## src/rtl/fft_peak_pkg.sv

```systemverilog
// Shared constants, the peak list entry type and the NFFT clamp helper
// used by the top-K FFT peak finder.
package fft_peak_pkg;

  localparam int DATA_W        = 16;
  localparam int MAX_LOG2N     = 10;
  localparam int POW_W         = 2 * DATA_W;
  localparam int MIN_NFFT_LOG2 = 3;
  localparam int PEAK_K        = 3;

  typedef struct packed {
    logic [MAX_LOG2N-1:0] bin;
    logic [POW_W-1:0]     pow;
    logic                 valid;
  } peak_entry_t;

  typedef peak_entry_t [PEAK_K-1:0] peak_list_t;

  // Unsupported FFT sizes fall back to the largest one.
  function automatic logic [4:0] clamp_nfft(input logic [4:0] v);
    if (v < 5'(MIN_NFFT_LOG2) || v > 5'(MAX_LOG2N)) return 5'(MAX_LOG2N);
    return v;
  endfunction

endpackage

```

## src/rtl/fft_peak_topk_power.sv

```systemverilog
// Two-stage |X|^2 = re*re + im*im with bin/last/flag passthrough so the
// side-band information stays aligned with the computed power.
module fft_power_calc #(
  parameter int DATA_W = 16,
  parameter int POW_W  = 32,
  parameter int BIN_W  = 10,
  parameter int FLAG_W = 2
) (
  input  logic              i_clk,
  input  logic              i_rst,
  input  logic              i_valid,
  input  logic [DATA_W-1:0] i_re,
  input  logic [DATA_W-1:0] i_im,
  input  logic [BIN_W-1:0]  i_bin,
  input  logic              i_last,
  input  logic [FLAG_W-1:0] i_flags,
  output logic              o_valid,
  output logic [POW_W-1:0]  o_pow,
  output logic [BIN_W-1:0]  o_bin,
  output logic              o_last,
  output logic [FLAG_W-1:0] o_flags
);

  logic signed [2*DATA_W-1:0] w_re_ext;
  logic signed [2*DATA_W-1:0] w_im_ext;
  logic signed [2*DATA_W-1:0] r_re2;
  logic signed [2*DATA_W-1:0] r_im2;
  logic                       r_a_valid;
  logic [BIN_W-1:0]           r_a_bin;
  logic                       r_a_last;
  logic [FLAG_W-1:0]          r_a_flags;

  assign w_re_ext = {{DATA_W{i_re[DATA_W-1]}}, i_re};
  assign w_im_ext = {{DATA_W{i_im[DATA_W-1]}}, i_im};

  // Squares are non-negative and at most 2^30 each, so the sum fits unsigned.
  always_ff @(posedge i_clk) begin
    if (i_rst) begin
      r_a_valid <= 1'b0;
      r_re2     <= '0;
      r_im2     <= '0;
      r_a_bin   <= '0;
      r_a_last  <= 1'b0;
      r_a_flags <= '0;
      o_valid   <= 1'b0;
      o_pow     <= '0;
      o_bin     <= '0;
      o_last    <= 1'b0;
      o_flags   <= '0;
    end else begin
      r_a_valid <= i_valid;
      r_re2     <= w_re_ext * w_re_ext;
      r_im2     <= w_im_ext * w_im_ext;
      r_a_bin   <= i_bin;
      r_a_last  <= i_last;
      r_a_flags <= i_flags;
      o_valid   <= r_a_valid;
      o_pow     <= POW_W'($unsigned(r_re2)) + POW_W'($unsigned(r_im2));
      o_bin     <= r_a_bin;
      o_last    <= r_a_last;
      o_flags   <= r_a_flags;
    end
  end

endmodule

```

## src/rtl/fft_peak_topk.sv

```systemverilog
// Top-K spectral peak finder: ranks positive-half FFT bins by power and
// publishes a sorted list per frame, with length checking and drop counting.
module fft_peak_topk #(
  parameter int DATA_W    = 16,
  parameter int MAX_LOG2N = 10,
  parameter int K         = 3,
  parameter int MIN_BIN   = 1,
  parameter int POW_W     = 2 * DATA_W
) (
  input  logic                   clk,
  input  logic                   rst,
  input  logic [4:0]             curr_nfft,
  input  logic [POW_W-1:0]       pow_thresh,
  input  logic [2*DATA_W-1:0]    s_axis_data_tdata,
  input  logic                   s_axis_data_tvalid,
  input  logic                   s_axis_data_tlast,
  output logic                   s_axis_data_tready,
  output logic [K*MAX_LOG2N-1:0] peak_bin,
  output logic [K*POW_W-1:0]     peak_pow,
  output logic [K-1:0]           peak_valid,
  output logic [4:0]             result_nfft,
  output logic                   result_valid,
  input  logic                   result_ready,
  output logic                   frame_err,
  output logic [7:0]             drop_cnt
);

  import fft_peak_pkg::*;

  logic                 w_accept;
  logic [MAX_LOG2N-1:0] r_bin_cnt;
  logic [4:0]           r_nfft;
  logic [4:0]           r_done_nfft;
  logic [4:0]           w_nfft;
  logic [MAX_LOG2N-1:0] w_last_idx;
  logic [MAX_LOG2N-1:0] w_half_max;
  logic                 w_at_last;
  logic                 w_end;
  logic                 w_good;
  logic                 w_elig;

  logic                 r_s1_valid;
  logic [DATA_W-1:0]    r_s1_re;
  logic [DATA_W-1:0]    r_s1_im;
  logic [MAX_LOG2N-1:0] r_s1_bin;
  logic                 r_s1_last;
  logic [1:0]           r_s1_flags;

  logic                 w_p_valid;
  logic [POW_W-1:0]     w_p_pow;
  logic [MAX_LOG2N-1:0] w_p_bin;
  logic                 w_p_last;
  logic [1:0]           w_p_flags;

  logic                 r_s4_good;
  logic                 r_s4_err;

  peak_entry_t          r_list [K];
  peak_entry_t          w_base [K];
  peak_entry_t          w_next [K];
  peak_entry_t          w_entry;
  logic                 w_clear;
  logic                 w_ins;
  int                   w_pos;

  // The input stream is never back-pressured outside reset.
  assign s_axis_data_tready = ~rst;
  assign w_accept           = s_axis_data_tvalid & ~rst;

  // Bin 0 uses the live NFFT; later bins use the value latched at bin 0.
  assign w_nfft     = (r_bin_cnt == '0) ? clamp_nfft(curr_nfft) : r_nfft;
  assign w_last_idx = {MAX_LOG2N{1'b1}} >> (5'(MAX_LOG2N) - w_nfft);
  assign w_half_max = w_last_idx >> 1;
  assign w_at_last  = (r_bin_cnt == w_last_idx);
  assign w_end      = s_axis_data_tlast | w_at_last;
  assign w_good     = s_axis_data_tlast & w_at_last;
  assign w_elig     = (r_bin_cnt >= MAX_LOG2N'(MIN_BIN)) && (r_bin_cnt <= w_half_max);

  always_ff @(posedge clk) begin
    if (rst) begin
      r_bin_cnt   <= '0;
      r_nfft      <= '0;
      r_done_nfft <= '0;
      r_s1_valid  <= 1'b0;
      r_s1_re     <= '0;
      r_s1_im     <= '0;
      r_s1_bin    <= '0;
      r_s1_last   <= 1'b0;
      r_s1_flags  <= '0;
    end else begin
      r_s1_valid <= w_accept;
      if (w_accept) begin
        r_s1_re    <= s_axis_data_tdata[DATA_W-1:0];
        r_s1_im    <= s_axis_data_tdata[2*DATA_W-1:DATA_W];
        r_s1_bin   <= r_bin_cnt;
        r_s1_last  <= w_end;
        r_s1_flags <= {w_good, w_elig};
        if (r_bin_cnt == '0) r_nfft <= w_nfft;
        if (w_end) begin
          r_done_nfft <= w_nfft;
          r_bin_cnt   <= '0;
        end else begin
          r_bin_cnt <= r_bin_cnt + MAX_LOG2N'(1);
        end
      end
    end
  end

  fft_power_calc #(
    .DATA_W (DATA_W),
    .POW_W  (POW_W),
    .BIN_W  (MAX_LOG2N),
    .FLAG_W (2)
  ) u_power (
    .i_clk   (clk),
    .i_rst   (rst),
    .i_valid (r_s1_valid),
    .i_re    (r_s1_re),
    .i_im    (r_s1_im),
    .i_bin   (r_s1_bin),
    .i_last  (r_s1_last),
    .i_flags (r_s1_flags),
    .o_valid (w_p_valid),
    .o_pow   (w_p_pow),
    .o_bin   (w_p_bin),
    .o_last  (w_p_last),
    .o_flags (w_p_flags)
  );

  // A bin arriving while the previous frame commits starts from an empty list.
  assign w_clear = r_s4_good | r_s4_err;

  always_comb begin
    w_entry = '{bin: w_p_bin, pow: w_p_pow, valid: 1'b1};
    w_ins   = w_p_valid & w_p_flags[0] & (w_p_pow > pow_thresh);
    for (int i = 0; i < K; i++) begin
      w_base[i] = w_clear ? '0 : r_list[i];
    end
    // Strict '>' keeps earlier bins ahead on ties.
    w_pos = K;
    for (int i = K - 1; i >= 0; i--) begin
      if (!w_base[i].valid || (w_p_pow > w_base[i].pow)) w_pos = i;
    end
    for (int i = 0; i < K; i++) begin
      w_next[i] = w_base[i];
    end
    if (w_ins) begin
      for (int i = K - 1; i > 0; i--) begin
        if (i > w_pos)       w_next[i] = w_base[i-1];
        else if (i == w_pos) w_next[i] = w_entry;
      end
      if (w_pos == 0) w_next[0] = w_entry;
    end
  end

  // Result handshake: result_valid holds with stable data until an edge sees
  // result_valid && result_ready; a frame committing on that edge reloads.
  always_ff @(posedge clk) begin
    if (rst) begin
      for (int i = 0; i < K; i++) r_list[i] <= '0;
      r_s4_good    <= 1'b0;
      r_s4_err     <= 1'b0;
      peak_bin     <= '0;
      peak_pow     <= '0;
      peak_valid   <= '0;
      result_nfft  <= '0;
      result_valid <= 1'b0;
      frame_err    <= 1'b0;
      drop_cnt     <= '0;
    end else begin
      for (int i = 0; i < K; i++) r_list[i] <= w_next[i];
      r_s4_good <= w_p_valid & w_p_last & w_p_flags[1];
      r_s4_err  <= w_p_valid & w_p_last & ~w_p_flags[1];
      frame_err <= r_s4_err;
      if (r_s4_good) begin
        if (!result_valid || result_ready) begin
          for (int i = 0; i < K; i++) begin
            peak_bin[i*MAX_LOG2N +: MAX_LOG2N] <= r_list[i].bin;
            peak_pow[i*POW_W +: POW_W]         <= r_list[i].pow;
            peak_valid[i]                      <= r_list[i].valid;
          end
          result_nfft  <= r_done_nfft;
          result_valid <= 1'b1;
        end else if (drop_cnt != 8'hFF) begin
          drop_cnt <= drop_cnt + 8'd1;
        end
      end else if (result_valid && result_ready) begin
        result_valid <= 1'b0;
      end
    end
  end

endmodule

```

## config.mk

```make
export PLATFORM = sky130hd
export DESIGN_NAME = fft_peak_topk
export DESIGN_NICKNAME = d
export VERILOG_FILES = /design/src/rtl/fft_peak_pkg.sv /design/src/rtl/fft_peak_topk_power.sv /design/src/rtl/fft_peak_topk.sv
export SDC_FILE = /design/constraint.sdc
export NUM_CORES = 2
export LEC_CHECK = 0
export CAP_MARGIN = 15
export CORE_MARGIN = 2
export CORE_UTILIZATION = 50
export CTS_CLUSTER_DIAMETER = 40
export DETAILED_ROUTE_END_ITERATION = 6
export DONT_BUFFER_PORTS = 1
export SYNTH_ARGS = -nofsm -noshare
export SYNTH_HDL_FRONTEND = slang
export SYNTH_SLANG_ARGS = --single-unit
```

## constraint.sdc

```tcl
create_clock -name clk -period 12.07 [get_ports clk]
set_input_delay 2.414 -clock clk [delete_from_list [all_inputs] [get_ports clk]]
set_output_delay 2.414 -clock clk [all_outputs]
set_load 0.1 [all_outputs]
```

# Word-level counts from Yosys, hierarchy flattened
# Memory sizes are Yosys's and may differ from the RTL's.
# Cells that the tools add are included.
dict set report word_totals {
  register_bits 336
  latch_bits 0
  ramBits 129
  romBits 0
  inputBits 74
  out_inout_bits 145
  elab_cells 112
  memories 1
}
dict set report op_classes {
  addsub 4
  mul 2
  div_mod_pow 0
  order_cmp 10
  n_eq_ne 5
  n_shift 1
  muxes 26
  bitwise_logic 15
  n_reduce_logical 19
}
# name depth word_bits rd rd_ports_with_merged_regs write_ports line
set memory_table {}
lappend memory_table {r_list 3 43 3 0 3 fft_peak_topk.sv:58} ;# peak_entry_t r_list [K];
# op count
set ops {}
lappend ops {{43-bit 2-to-1 mux} 11}
lappend ops {{129-bit 2-to-1 mux} 1}
lappend ops {{32-bit > comparator} 4}
lappend ops {{16-bit by 16-bit multiplier with 32-bit output} 2}
lappend ops {{32-bit 2-to-1 mux} 2}
lappend ops {{32-bit adder} 1}
lappend ops {{2-bit by 32-bit equality test with 1-bit output (first input constant)} 1}
lappend ops {{3-bit by 32-bit equality test with 1-bit output (first input constant)} 1}
lappend ops {{2-bit by 32-bit > comparator with 1-bit output (first input constant)} 1}
lappend ops {{3-bit by 32-bit > comparator with 1-bit output (first input constant)} 1}
lappend ops {{32-bit logical NOT} 1}
lappend ops {{5-bit 2-to-1 mux} 3}
lappend ops {{10-bit by 1-bit adder with 10-bit output (second input constant)} 1}
lappend ops {{10-bit equality test} 1}
lappend ops {{10-bit by 1-bit >= comparator with 1-bit output (second input constant)} 1}
lappend ops {{10-bit by 9-bit <= comparator with 1-bit output} 1}
lappend ops {{10-bit logical NOT} 1}
lappend ops {{10-bit 2-to-1 mux} 1}
lappend ops {{10-bit by 5-bit >> shifter with 10-bit output (first input constant)} 1}
lappend ops {{8-bit by 1-bit adder with 8-bit output (second input constant)} 1}
lappend ops {{1-bit 2-to-1 mux} 8}
lappend ops {{8-bit != test (second input constant)} 1}
lappend ops {{2-bit AND reduction} 4}
lappend ops {{1-bit AND} 7}
lappend ops {{other kinds (11)} 25}

# Longest topological paths before layout
dict set report logic_depth {
  word_depth 12
  ltp_mapped 26
  depth_no_buf 24
}

# By module
# From an unflattened synthesis, not the netlist that was laid out.
dict set report hier_totals {
  hier_cells 4528
  area_unflattened_um2 39352.7
}
# mod instances cells_per_inst area_each_um2 seq_area_each_um2
set modules_own_cells {}
lappend modules_own_cells {fft_power_calc 1 2438 22450.3 2442.3}
lappend modules_own_cells {fft_peak_topk 1 2090 16902.5 6826.5}

# Worst setup path before layout
# OpenSTA, ideal clock, no wires.
dict set report synth_timing {
  kind {reg2reg}
  start {register r_s1_im[6]}
  end {register u_power.r_im2[29]}
  setup_time_ns 0.128
  t_arrival_ns 6.321
  required_time_ns 11.942
  setup_slack_ns 5.622
  stages_incl_launch_ff 23
  n_path_buf 2
  synth_period_minus_slack_ns 6.448
  path_cell_list {dfxtp_1 > clkbuf_1 > clkbuf_1 > nand2_1 > fa_1 > inv_1 > fa_1 > fa_1 > fa_1 > fa_1 > inv_1 > fa_1 > inv_1 > ha_1 > a21o_1 > a21o_1 > a21oi_1 > o21ai_0 > a31o_2 > a31o_2 > a31oi_1 > xor2_1 > nor2_1}
}
dict set report synth_via {
  elab_chain_len 1
}
# item line
set synth_lines {}
lappend synth_lines {{start, declared} fft_peak_topk.sv:44} ;# logic [DATA_W-1:0] r_s1_im;
lappend synth_lines {{start signal, assigned} fft_peak_topk.sv:94} ;# r_s1_im <= s_axis_data_tdata[2*DATA_W-1:DATA_W];
lappend synth_lines {{16-bit by 16-bit multiplier with 32-bit output} fft_peak_topk_power.sv:53} ;# r_im2 <= w_im_ext * w_im_ext;
lappend synth_lines {{end signal, assigned} fft_peak_topk_power.sv:53}
lappend synth_lines {{end, declared} fft_peak_topk_power.sv:27} ;# logic signed [2*DATA_W-1:0] r_im2;
# No other way between the ends.
# A chain may end at the register's enable or synchronous reset.

# Worst setup path after layout
dict set report layout_timing {
  start {register r_s1_im[15]}
  end {register u_power.r_im2[30]}
}
# Same word-level chain as after synthesis.

==> flow_summary.ini <==
[grt]
busiest_layer = met2
antenna_found_initial = 0
grtUsageMet3 = 0.0364
grt_pass1_vias = 29700
globalRouteMet1Util = 0.319
grt_max_degree = 362
grt_usage = 0.241
overflow = 0
met2_usage = 0.413
grt_pass1_wl_um = 157000

[synthesis]
synth_top_area_frac = 0.239
ys_warn_count = 0
ys_seq_area_frac = 0.235
yosys.area.top_type = fa_1
netlist_area_um2 = 39400
syn_nets = 5329
synth_ff_type = dfxtp_1
synth_cell_types = 82
ys_top_cells_by_area = fa_1 24%, dfxtp_1 24%, ha_1 11%
synth_enable_flop_cells = 0
synthArstFlopShare = 0
synthCells = 4430
avgSynthCellArea_um2 = 8.90
ys_ff_latch = 463

[finish]
nFillCells = 7218
n_antenna_cell = 0
regArea_um2 = 9270
multiInputGateArea_um2 = 26600
final_cell_mix = 746 x inv_1, 594 x nand2_1, 470 x fa_1
finalCoreUtilization = 0.553
nets = 5233
mostFrequentLayoutCell = inv_1
synthToLayoutAreaGrowth_pct = 9.06
drive_gt1_frac = 0.0532

[drt]
via_count = 29200
post_drt_wl_per_cell_um = 17.7
drtAntennaViolNets = 0
first_pass_iters = 6
drc_errors = 0
vias_per_cell = 5.38
wl_um = 96200
drt_iter0_markers = 1692

[timing]
worstMarginPinSlew_ns = 1.18
layout_min_cycle_time_ns = 7.30
fin_hold_ws_ns = 0.409
hold_viol = 0
report.final.slew_viol_count = 0
setup_tns_ns = 0
fin_crit_sh = 0.605
setup-violations-final = 0
fin_skew_ns = 0.0400
fmax_mhz = 137
setup_slack_ns = 4.77
slew_headroom = 0.215
grt_setup_unrepaired = no

[critical_path]
worstPathArrival_ns = 7.79
cpMaxStageDelayCell = fa_1
crit_buf_inv = 3
cpMostUsedCell = fa_1
cp_max_fo = 17
start_kind = flop
critPathKind = flop to flop
cp_slowest_stage_delay_ns = 0.91
worstSetupEndpointType = flop
required_ns = 12.56
critical-path-top-delay-family = adder cells
path_cells = clkinv_1, nor2_1, fa_1, fa_1, fa_1, fa_1, fa_1, inv_1, fa_1, inv_1, ha_1, or2_2, a21oi_1, o21ai_0, o211ai_1, o21ai_0, o31ai_1, xor2_1, nor2_1

[clock_tree]
cts-hold-fix-buffers = 0
cts_tree = yes
h-tree-depth = 3
cts.sinks = 463
post-cts-setup-buffers = 0
clk_pin_slew_ns = 0.06
cts_root_buffer = clkbuf_16
cts_resized = 0
clock_path_buffers = 3
cts_buffers = 77
clock_latency_ns = 0.64

[outcome]
status = finished clean

[placed_design]
dp_hpwl_um = 72900
port_buffers = 0
place_congestion = 0.890
pre_cts_slack_ns = 4.78

[power]
power.leakage_nw = 20.0
powerDensity_nw_per_um2 = 135
power.total_mw = 5.81
ir_worst_vdd_uv = 109

[min_path]
holdCritPathClass = flop to flop

[floorplanning]
die_w_um = 285
ioPinCount = 219
core_area_um2 = 77700
start_util = 0.507
die_area_um2 = 81100
row_count = 102
die_y_um = 285

[job]
drv_cap = 0
-- worst register-to-register path, stage by stage (launching register included) --
cell and delay [ns]:
dfxtp_1 0.68, clkinv_1 0.64, nor2_1 0.39, fa_1 0.53, fa_1 0.91, fa_1 0.52, fa_1 0.48, fa_1 0.54
inv_1 0.05, fa_1 0.53, inv_1 0.04, ha_1 0.36, or2_2 0.31, a21oi_1 0.17, o21ai_0 0.09, o211ai_1 0.23
o21ai_0 0.19, o31ai_1 0.27, xor2_1 0.17, nor2_1 0.05
-- state kept, by name, indices dropped and copies added, names as in the netlist, 16 cells and up --
register	cells
u_power.r_re2	31
r_s1_im	16
peak_bin	30
u_power.r_im2	31
peak_pow	96
r_list	129
u_power.o_pow	32
r_s1_re	16
-- synthesized netlist by cell type, types with 6 or more instances --
library cell,count
a211o_1,6
a211oi_1,21
a21o_1,49
a21oi_1,254
a22o_1,63
a31o_2,13
a31oi_1,11
a32o_1,64
and2_1,80
and3_1,19
and4_1,6
buf_1,23
buf_2,17
clkbuf_1,148
dfxtp_1,463
fa_1,470
ha_1,355
inv_1,747
mux2_1,23
mux2_2,15
mux2i_1,87
nand2_1,594
nand2b_1,24
nand3_1,93
nand4_1,34
nor2_1,289
nor2b_1,58
nor3_1,37
o211ai_1,11
o21a_1,20
o21ai_0,72
o21bai_1,13
o221ai_1,7
o31ai_1,8
or2_2,13
or3_1,10
xnor2_1,75
xor2_1,50
-- area by class of cell --
type	instances	share of cell area
Multi-Input combinational cell	3018	0.618
Sequential cell	463	0.216
Inverter	751	0.0656
Clock buffer	82	0.0462
Tap cell	1040	0.0303
Clock inverter	60	0.0198
Timing Repair Buffer	23	0.00431
-- power breakdown --
group	total, mW	switching [mW]	internal [mW]
combinational	1.68	0.979	0.701
sequential	1.79	0.161	1.63
clock	2.34	0.913	1.43
total	5.81	2.05	3.76
-- cell families after synthesis --
group           count (synthesis)  synth area share
xor+xnor                      125            0.0278
flops                         463             0.235
simple gates                 1279             0.145
buf+inv                       949            0.0923
mux                           126            0.0335
fa+ha+maj                     825             0.351
compound gates                663             0.115
-- through the flow --
stage / cells / cell area [um^2]
final: 5437 / 43000
after global routing: 5437 / 43000
after CTS: 5437 / 43000
after detailed placement: 5295 / 40200
after global placement: 5295 / 40200
after floorplan: 4430 / 39400
-- path summary, 6_finish.rpt --
check                                 start                 to  slack (ns)  cells past startpoint
worst max-delay path            r_s1_im[15]  u_power.r_im2[30]        4.77                     19
worst min register to register   r_s1_valid  u_power.r_a_valid        0.41                      1
worst min-delay path             r_s1_valid  u_power.r_a_valid        0.41                      1
worst max register to register  r_s1_im[15]  u_power.r_im2[30]        4.77                     19
-- routing by layer --
| layer | vias up | routed length (um) |
|---|---|---|
| li1 | 14100 | - |
| met1 | 14400 | 42100 |
| met2 | 634 | 47400 |
| met3 | 129 | 4800 |
| met4 | 0 | 1960 |
| met5 | - | 0 |
(Power assumes the default switching activity.)
